--- src/rtl/mult16_pkg.sv ---
// Shared widths, FSM states and per-step shift amounts for mult16_seq.
// Signed operation is enabled by defining MULT16_SIGNED_EN.
package mult16_pkg;

   localparam int OP_W   = 16;
   localparam int RES_W  = 32;
   localparam int STEP_W = 2;

   localparam logic [4:0] SHIFT_S0 = 5'd0;
   localparam logic [4:0] SHIFT_S1 = 5'd8;
   localparam logic [4:0] SHIFT_S2 = 5'd8;
   localparam logic [4:0] SHIFT_S3 = 5'd16;

   typedef enum logic [1:0] {
      S_IDLE,
      S_MUL,
      S_DONE
   } state_e;

   function automatic logic [4:0] step_shift(
      input logic [STEP_W-1:0] s
   );
      logic [4:0] sh;
      sh = SHIFT_S0;
      unique case (s)
         2'd0: sh = SHIFT_S0;
         2'd1: sh = SHIFT_S1;
         2'd2: sh = SHIFT_S2;
         2'd3: sh = SHIFT_S3;
      endcase
      return sh;
   endfunction

endpackage

--- src/rtl/mult16_seq_if.sv ---
// Start/done handshake and operand/result bus of the 16-bit multiplier.
// Signed operation is enabled by defining MULT16_SIGNED_EN.
interface mult16_seq_if;
   import mult16_pkg::*;

   logic             start;
   logic [OP_W-1:0]  a;
   logic [OP_W-1:0]  b;
   logic             busy;
   logic             done;
   logic [RES_W-1:0] result;

   modport master (
      output start, a, b,
      input  busy, done, result
   );

   modport slave (
      input  start, a, b,
      output busy, done, result
   );

endinterface

--- src/rtl/multiplier8.sv ---
// Combinational 8x8 unsigned multiplier core shared by mult16_seq.
// Signed operation of the parent is enabled by defining MULT16_SIGNED_EN.
module multiplier8 (
   input  logic [7:0]  a,
   input  logic [7:0]  b,
   output logic [15:0] result
);

   assign result = 16'(a) * 16'(b);

endmodule

--- src/rtl/mult16_seq.sv ---
// 16x16 multiplier: four byte-pair steps through one shared 8x8 core.
// Define MULT16_SIGNED_EN for two's-complement operands.
module mult16_seq
   import mult16_pkg::*;
(
   input  logic         clk,
   input  logic         rst_n,
   mult16_seq_if.slave  bus
);

   state_e             state_q, state_d;
   logic [STEP_W-1:0]  step_q, step_d;
   logic [OP_W-1:0]    a_q, a_d;
   logic [OP_W-1:0]    b_q, b_d;
   logic [RES_W-1:0]   acc_q, acc_d;
   logic [RES_W-1:0]   res_q, res_d;

   logic [7:0]         m_a, m_b;
   logic [15:0]        prod;
   logic [RES_W-1:0]   pp;
   logic [RES_W-1:0]   sum;
   logic [RES_W-1:0]   fin;
   logic [OP_W-1:0]    a_in, b_in;

`ifdef MULT16_SIGNED_EN
   logic neg_q, neg_d;

   // Magnitudes feed the unsigned datapath; 0x8000 maps to itself.
   assign a_in = bus.a[OP_W-1] ? OP_W'(-bus.a) : bus.a;
   assign b_in = bus.b[OP_W-1] ? OP_W'(-bus.b) : bus.b;
   assign fin  = neg_q ? RES_W'(-sum) : sum;
`else
   assign a_in = bus.a;
   assign b_in = bus.b;
   assign fin  = sum;
`endif

   always_comb begin
      m_a = a_q[7:0];
      m_b = b_q[7:0];
      unique case (step_q)
         2'd0: begin m_a = a_q[7:0];  m_b = b_q[7:0];  end
         2'd1: begin m_a = a_q[7:0];  m_b = b_q[15:8]; end
         2'd2: begin m_a = a_q[15:8]; m_b = b_q[7:0];  end
         2'd3: begin m_a = a_q[15:8]; m_b = b_q[15:8]; end
      endcase
   end

   multiplier8 u_mul8 (
      .a      (m_a),
      .b      (m_b),
      .result (prod)
   );

   assign pp  = RES_W'(prod) << step_shift(step_q);
   assign sum = acc_q + pp;

   always_comb begin
      state_d = state_q;
      step_d  = step_q;
      a_d     = a_q;
      b_d     = b_q;
      acc_d   = acc_q;
      res_d   = res_q;
`ifdef MULT16_SIGNED_EN
      neg_d   = neg_q;
`endif
      unique case (state_q)
         S_IDLE, S_DONE: begin
            state_d = S_IDLE;
            if (bus.start) begin
               state_d = S_MUL;
               step_d  = '0;
               a_d     = a_in;
               b_d     = b_in;
               acc_d   = '0;
`ifdef MULT16_SIGNED_EN
               neg_d   = bus.a[OP_W-1] ^ bus.b[OP_W-1];
`endif
            end
         end
         S_MUL: begin
            acc_d  = sum;
            step_d = step_q + 2'd1;
            if (step_q == 2'd3) begin
               res_d   = fin;
               state_d = S_DONE;
            end
         end
         default: state_d = S_IDLE;
      endcase
   end

   always_ff @(posedge clk or negedge rst_n) begin
      if (!rst_n) begin
         state_q <= S_IDLE;
         step_q  <= '0;
         a_q     <= '0;
         b_q     <= '0;
         acc_q   <= '0;
         res_q   <= '0;
`ifdef MULT16_SIGNED_EN
         neg_q   <= 1'b0;
`endif
      end else begin
         state_q <= state_d;
         step_q  <= step_d;
         a_q     <= a_d;
         b_q     <= b_d;
         acc_q   <= acc_d;
         res_q   <= res_d;
`ifdef MULT16_SIGNED_EN
         neg_q   <= neg_d;
`endif
      end
   end

   assign bus.busy   = (state_q == S_MUL);
   assign bus.done   = (state_q == S_DONE);
   assign bus.result = res_q;

endmodule

--- src/flat_wrapper.sv ---
// flat-port wrapper written by rule: the top's interface ports become plain ports
module mult16_seq_flat import mult16_pkg::*;
  (clk, rst_n, bus_start, bus_a, bus_b, bus_busy, bus_done, bus_result);
  mult16_seq_if bus_i ();
  input  logic clk;
  input  logic rst_n;
  input wire logic [$bits(bus_i.start)-1:0] bus_start;
  input wire logic [$bits(bus_i.a)-1:0] bus_a;
  input wire logic [$bits(bus_i.b)-1:0] bus_b;
  output wire logic [$bits(bus_i.busy)-1:0] bus_busy;
  output wire logic [$bits(bus_i.done)-1:0] bus_done;
  output wire logic [$bits(bus_i.result)-1:0] bus_result;
  assign bus_i.start = bus_start;
  assign bus_i.a = bus_a;
  assign bus_i.b = bus_b;
  assign bus_busy = bus_i.busy;
  assign bus_done = bus_i.done;
  assign bus_result = bus_i.result;
  mult16_seq u_core (.clk(clk), .rst_n(rst_n), .bus(bus_i));
endmodule
--- config.mk ---
export PLATFORM = sky130hd
export DESIGN_NAME = mult16_seq_flat
export DESIGN_NICKNAME = d
export VERILOG_FILES = /design/src/rtl/mult16_pkg.sv /design/src/rtl/mult16_seq_if.sv /design/src/rtl/multiplier8.sv /design/src/rtl/mult16_seq.sv /design/src/flat_wrapper.sv
export SDC_FILE = /design/constraint.sdc
export NUM_CORES = 1
export LEC_CHECK = 0
export BUFFER_PORTS_ARGS = -buffer_cell sky130_fd_sc_hd__buf_2
export CORE_MARGIN = 2
export CORE_UTILIZATION = 55
export CTS_CLUSTER_DIAMETER = 100
export DETAILED_ROUTE_END_ITERATION = 10
export GPL_TIMING_DRIVEN = 0
export PLACE_DENSITY = 0.74
export SYNTH_ARGS = -nofsm -noshare
export SYNTH_HDL_FRONTEND = slang
export SYNTH_HIERARCHICAL = 1
export SYNTH_SLANG_ARGS = --single-unit
--- constraint.sdc ---
create_clock -name clk -period 8.6 [get_ports clk]
set_clock_uncertainty 0.2 [all_clocks]
set_input_delay 0 -clock clk [delete_from_list [all_inputs] [get_ports clk]]
set_output_delay 0 -clock clk [all_outputs]
set_load 0.05 [all_outputs]
### Yosys cells after proc, flatten, opt, wreduce, memory -nomap -nowiden

Cells that the tools add are included.
Widths: inputs -> output; s select.

* magnitude comparators: 0
* divide/modulo/power cells: 0
* reductions and logical operators: 12
* $add $sub $neg: 2
* multiplexer cells: 10
* shifts and indexed selects: 1
* bitwise gates (word level): 0
* multiply operators: 1
* eq/ne operators: 7

Operators by type and width (count)
* $pmux 32 s2: 1
* $add 32x32->32: 1
* $mux 32: 1
* $pmux 8 s2: 2
* $shl 16x5->32: 1
* $mul 8x8->16: 1
* $pmux 5 s3: 1
* $reduce_or 2->1: 6
* $pmux 2 s2: 2
* $eq 2x2->1 const B: 3
* $reduce_and 2->1: 3
* $eq 2x1->1 const B: 2
* $logic_not 2->1: 2
* $mux 2: 2
* $add 2x1->2 const B: 1
* $ne 2x1->1 const B: 1
* $ne 2x2->1 const B: 1
* $reduce_bool 2->1: 1
* $mux 1: 1

* bits of input ports: 35
* logic and storage cells: 39
* bits in writable memories: 0
* bits in read-only memories: 0
* bits in registers: 100
* memories kept: 0
* output and inout bits: 34
* bits in latches: 0

### Longest topological paths before layout

* depth in word-level cells: 7
* depth in mapped cells: 32
* mapped depth without buffers: 31

### Cells and area by module

Netlist, hierarchy kept.

By module, submodules not included
* mult16_seq: area an instance 5821.8 um^2, times used 1, sequential area each 2502.4 um^2, cells each 541
* multiplier8: area an instance 2185.8 um^2, times used 1, sequential area each 0.0 um^2, cells each 245

### Least setup slack after synthesis

Ideal clock, no wire load.

* path type: flip-flop to flip-flop
* start point: register u_core.step_q[0]
* end point: register u_core.res_q[30] (netlist: u_core/bus.result[30])
* buffers on the path: 2
* period minus slack after synthesis: 7559 ps
* path slack: 1041 ps
* library setup time: 125 ps
* data required time: 8275 ps
* stages on the path, launching flop included: 33
* arrival: 7235 ps
* path through: dfrtp_1 > ha_1 > clkbuf_1 > nor2_1 > mux2_2 > and2_1 > fa_1 > inv_1 > fa_1 > inv_1 > fa_1 > inv_1 > fa_1 > inv_1 > ha_1 > o211ai_2 > a21oi_2 > o41ai_4 > o21ai_2 > xor2_1 > mux2i_1 > nor2_1 > ha_1 > clkbuf_1 > nand2_1 > nor4_1 > a311oi_1 > o31ai_2 > a21oi_1 > o31ai_1 > a31o_1 > xor2_1 > mux2_2

* word-level cells in the longest chain between the ends: 6
* elaborated cells between the ends (all ways): 16
* those cells by class: add/sub (1); mul (1); eq/ne (3); shift (1); mux (3); reduce/logical (7)

RTL lines
* from (decl): RTL line mult16_seq.sv:12 `logic [STEP_W-1:0] step_q, step_d;`
* from (signal assigned): RTL line mult16_seq.sv:107 `step_q <= step_d;`
* $eq 2x2->1, or another cell as far along: RTL line mult16_seq.sv:41 `unique case (step_q)`
* $reduce_or 2->1 (no line)
* $pmux 8 s2 (*): RTL line mult16_seq.sv:41
* named net u_core.m_a[5]: RTL line mult16_seq.sv:18 `logic [7:0] m_a, m_b;`
* $mul 8x8->16 (*): RTL line multiplier8.sv:9 `assign result = 16'(a) * 16'(b);`
* named net u_core.prod[13]: RTL line mult16_seq.sv:19 `logic [15:0] prod;`
* $shl 16x5->32 (*): RTL line mult16_seq.sv:55 `assign pp = RES_W'(prod) << step_shift(step_q);`
* $add 32x32->32 (*): RTL line mult16_seq.sv:56 `assign sum = acc_q + pp;`
* to (signal assigned): RTL line mult16_seq.sv:111 `res_q <= res_d;`
* to (decl): RTL line mult16_seq.sv:16 `logic [RES_W-1:0] res_q, res_d;`

The timed path passes the listed nets; every way through them passes the cells marked *. The select of a mux whose other input is x is not followed.
A chain may end at the register's enable or synchronous reset.

### Final worst setup path

Same ends and word-level chain as after synthesis.

==> results.txt <==
Fill cell count = 1123
Final Max Tran Viols = 0
First-pass GRT wire length = 30.59 mm
Max cap viols = 0
Initial antenna violation count = 0
Yosys warns = 6
Yosys cell types = 64
Worst Setup End Kind = register
Port-buffer cells = 68
Post-Syn Nets = 930
Sequential area share after synthesis = 31.25%
1st-iter DRT viols = 323
I/O pin count = 69
Final Worst Setup Slack = 411.2 ps
Area Overhead vs Synth = 16.48%
Clock sink total = 100
Vias post-DR = 6133
Seq cells post-synth = 100
Synthesized cell area = 8008 um^2
Height of the die = 124.7 um
Final Critical Period = 8189 ps
Final-stage net count = 1051
CP peak stage delay = 550 ps
Clock latency on the worst-skew pair = 360 ps
Top cell type's share of synthesized area = 31.25%
Measured slew at the worst slew-check pin = 723.7 ps
Setup crit start kind = register
CTS tree = yes
Slew margin rel. = 51.76%
Vias in the first global route = 6308
Hold Crit Class = in -> reg
CP max stage cell = fa_1
Bufs on Longest Clock Path = 2
Status = complete, no violations
Post-synth ARST share = 100.0%
Avg WL per Cell = 16.85 um
Post-Syn Instances = 786
Setup-failing EPs final = 0
Arrival time at the worst endpoint = 8230 ps
Overall routing resource usage = 24.47%
Fin crit share = 95.22%
Worst EP required = 8640 ps
Initial Utilization = 55.73%
GRT overflow = 0
GPL Wtd Cong = 0.8950
Initial DRT Pass Iterations = 5
H-tree Lvls = 3
Root buffer cell = clkbuf_16
Post-synth top area cell = dfrtp_1
Largest net degree at the start of global routing = 64
EDFF count, synth = 0
Drt total wl = 18.47 mm
Die area = 15540 um^2
Hpwl dp = 13.92 mm
Area contributors post-synth = dfrtp_1 31%, ha_1 11%, mux2_2 10%, fa_1 9.3%, and2_1 4.5%
Die X = 124.7 um
Worst-path clk slew = 70 ps
Routed Antenna Nets = 0
CTS buffer count = 9
Setup WS pre-CTS = -126.9 ps
Maximum fanout along the worst path = 9
Final Hold Fails = 0
DRC = 0
Area of the core = 14370 um^2
Main synth FF type = dfrtp_1
Drt via density = 5.596
Crit Path Category = reg -> reg
R2R setup slack = 410 ps
Row cnt = 44
Share of cells above drive strength 1 = 20.94%
Max Clock Freq = 122.1 MHz
Antenna diodes = 0
CP dominant cell by count = fa_1
Mean Syn Cell Area = 10.19 um^2
## routing by layer
metal | up-vias | track usage [%] | share of wire, %
met4 | 0 | 6.345 | 1.7
met2 | 129 | 42.33 | 49
met1 | 2985 | 31.33 | 45
li1 | 2996 | - | -
met3 | 23 | 5.112 | 4.1
met5 | - | 0 | 0
## worst paths after layout
path / from / endpoint / cells past startpoint
min: bus_start / u_core/a_q[14] / 4
min in group asynchronous: rst_n / u_core/bus.result[13] / 4
max: u_core/step_q[0] / u_core/bus.result[30] / 30
max reg2reg: u_core/step_q[0] / u_core/bus.result[30] / 30
min reg2reg: u_core/bus.result[20] / u_core/bus.result[20] / 2
max in group asynchronous: rst_n / u_core/b_q[6] / 4
## through the flow
stage / instance area [um^2] / std cells / util, % / hold WS, ps / setup TNS, ps
global route: 9328 / 1096 / 64.92 / 194.6 / -22.49
floorplan: 8008 / 786 / - / -495.6 / 0
global placement: 8578 / 1038 / 59.70 / 32.54 / -159.9
CTS: 9251 / 1090 / 64.39 / 167.6 / 0
finish: 9328 / 1096 / 64.92 / 173.3 / 0
detailed placement: 8608 / 1039 / 59.91 / -194.5 / -317.4
## critical path, delay by kind of cell, from the launching register on
family / cells / cell delay, ps
adder cells (fa/ha/maj): 7 / 2930
AO/OA/AOI/OAI: 9 / 1860
AND/OR/NAND/NOR: 5 / 870
multiplexers: 3 / 830
buffers and inverters: 4 / 500
flip-flops: 1 / 450
XOR/XNOR: 2 / 440
## cells in the mapped netlist, drive strengths merged (3+ instances only)
library cell  count
clkbuf           24
mux2i             9
nand2b            8
xor2             16
nand4             6
nand3             8
nor3              5
o21a              5
and3              3
ha               72
o31ai             6
nor2b            17
a211oi            6
inv              60
and2             59
a31oi             6
nor4              3
a22o             36
a21boi            3
mux2             71
a21oi            31
a21o             25
xnor2            21
fa               37
buf               3
nor2             31
dfrtp           100
o211ai            3
o21ai            25
nand2            64
## flip-flops by register name (all words and copies together), names as in the netlist
register           flops
u_core/b_q            16
u_core/a_q            16
u_core/bus.result     32
u_core/step_q          2
u_core/state_q         2
u_core/acc_q          32
## placed cells by master (no fill, tap or decap), types with 34 or more instances in the layout
cell,synthesis,layout
and2_1,58,58
buf_2,0,67
ha_1,72,70
fa_1,37,37
a22o_1,36,36
mux2_2,71,71
inv_1,59,59
dlygate4sd3_1,0,34
nand2_1,64,64
dfrtp_1,100,100
## kinds of logic (layout without fill, tap and decap cells)
logic type / Yosys count / in the layout / synth area share (%)
AOI/OAI and AO/OA: 164 / 164 / 15.73
xor gates and xnor gates: 37 / 37 / 4.047
adders and majority gates: 109 / 109 / 20.50
buffers and inverters: 87 / 213 / 4.094
DFF: 100 / 100 / 31.25
muxes: 80 / 80 / 11.11
and+or+nand+nor: 209 / 209 / 13.27
## what timing repair did
action	4_1_cts	5_1_grt
pin swaps	0	2
gates cloned	0	0
buffers inserted	0	8
resized for setup	2	6
endpoints found under the hold margin	132	0
hold buffers	35	0
setup endpoints to repair	6	19
## layout make-up
class | count | area [um^2] | share of cell area [%]
Sequential cell | 100 | 2502 | 26.83
Buffer | 25 | 95.09 | 1.019
Inverter | 60 | 225.2 | 2.414
Clock inverter | 6 | 38.79 | 0.4158
Timing Repair Buffer | 112 | 790.8 | 8.478
Multi-Input combinational cell | 599 | 5206 | 55.81
Tap cell | 184 | 230.2 | 2.468
Clock buffer | 10 | 239.0 | 2.562
Power is not shown: default switching activity piles up to over one toggle a cycle in this logic, so the estimate is an artifact.
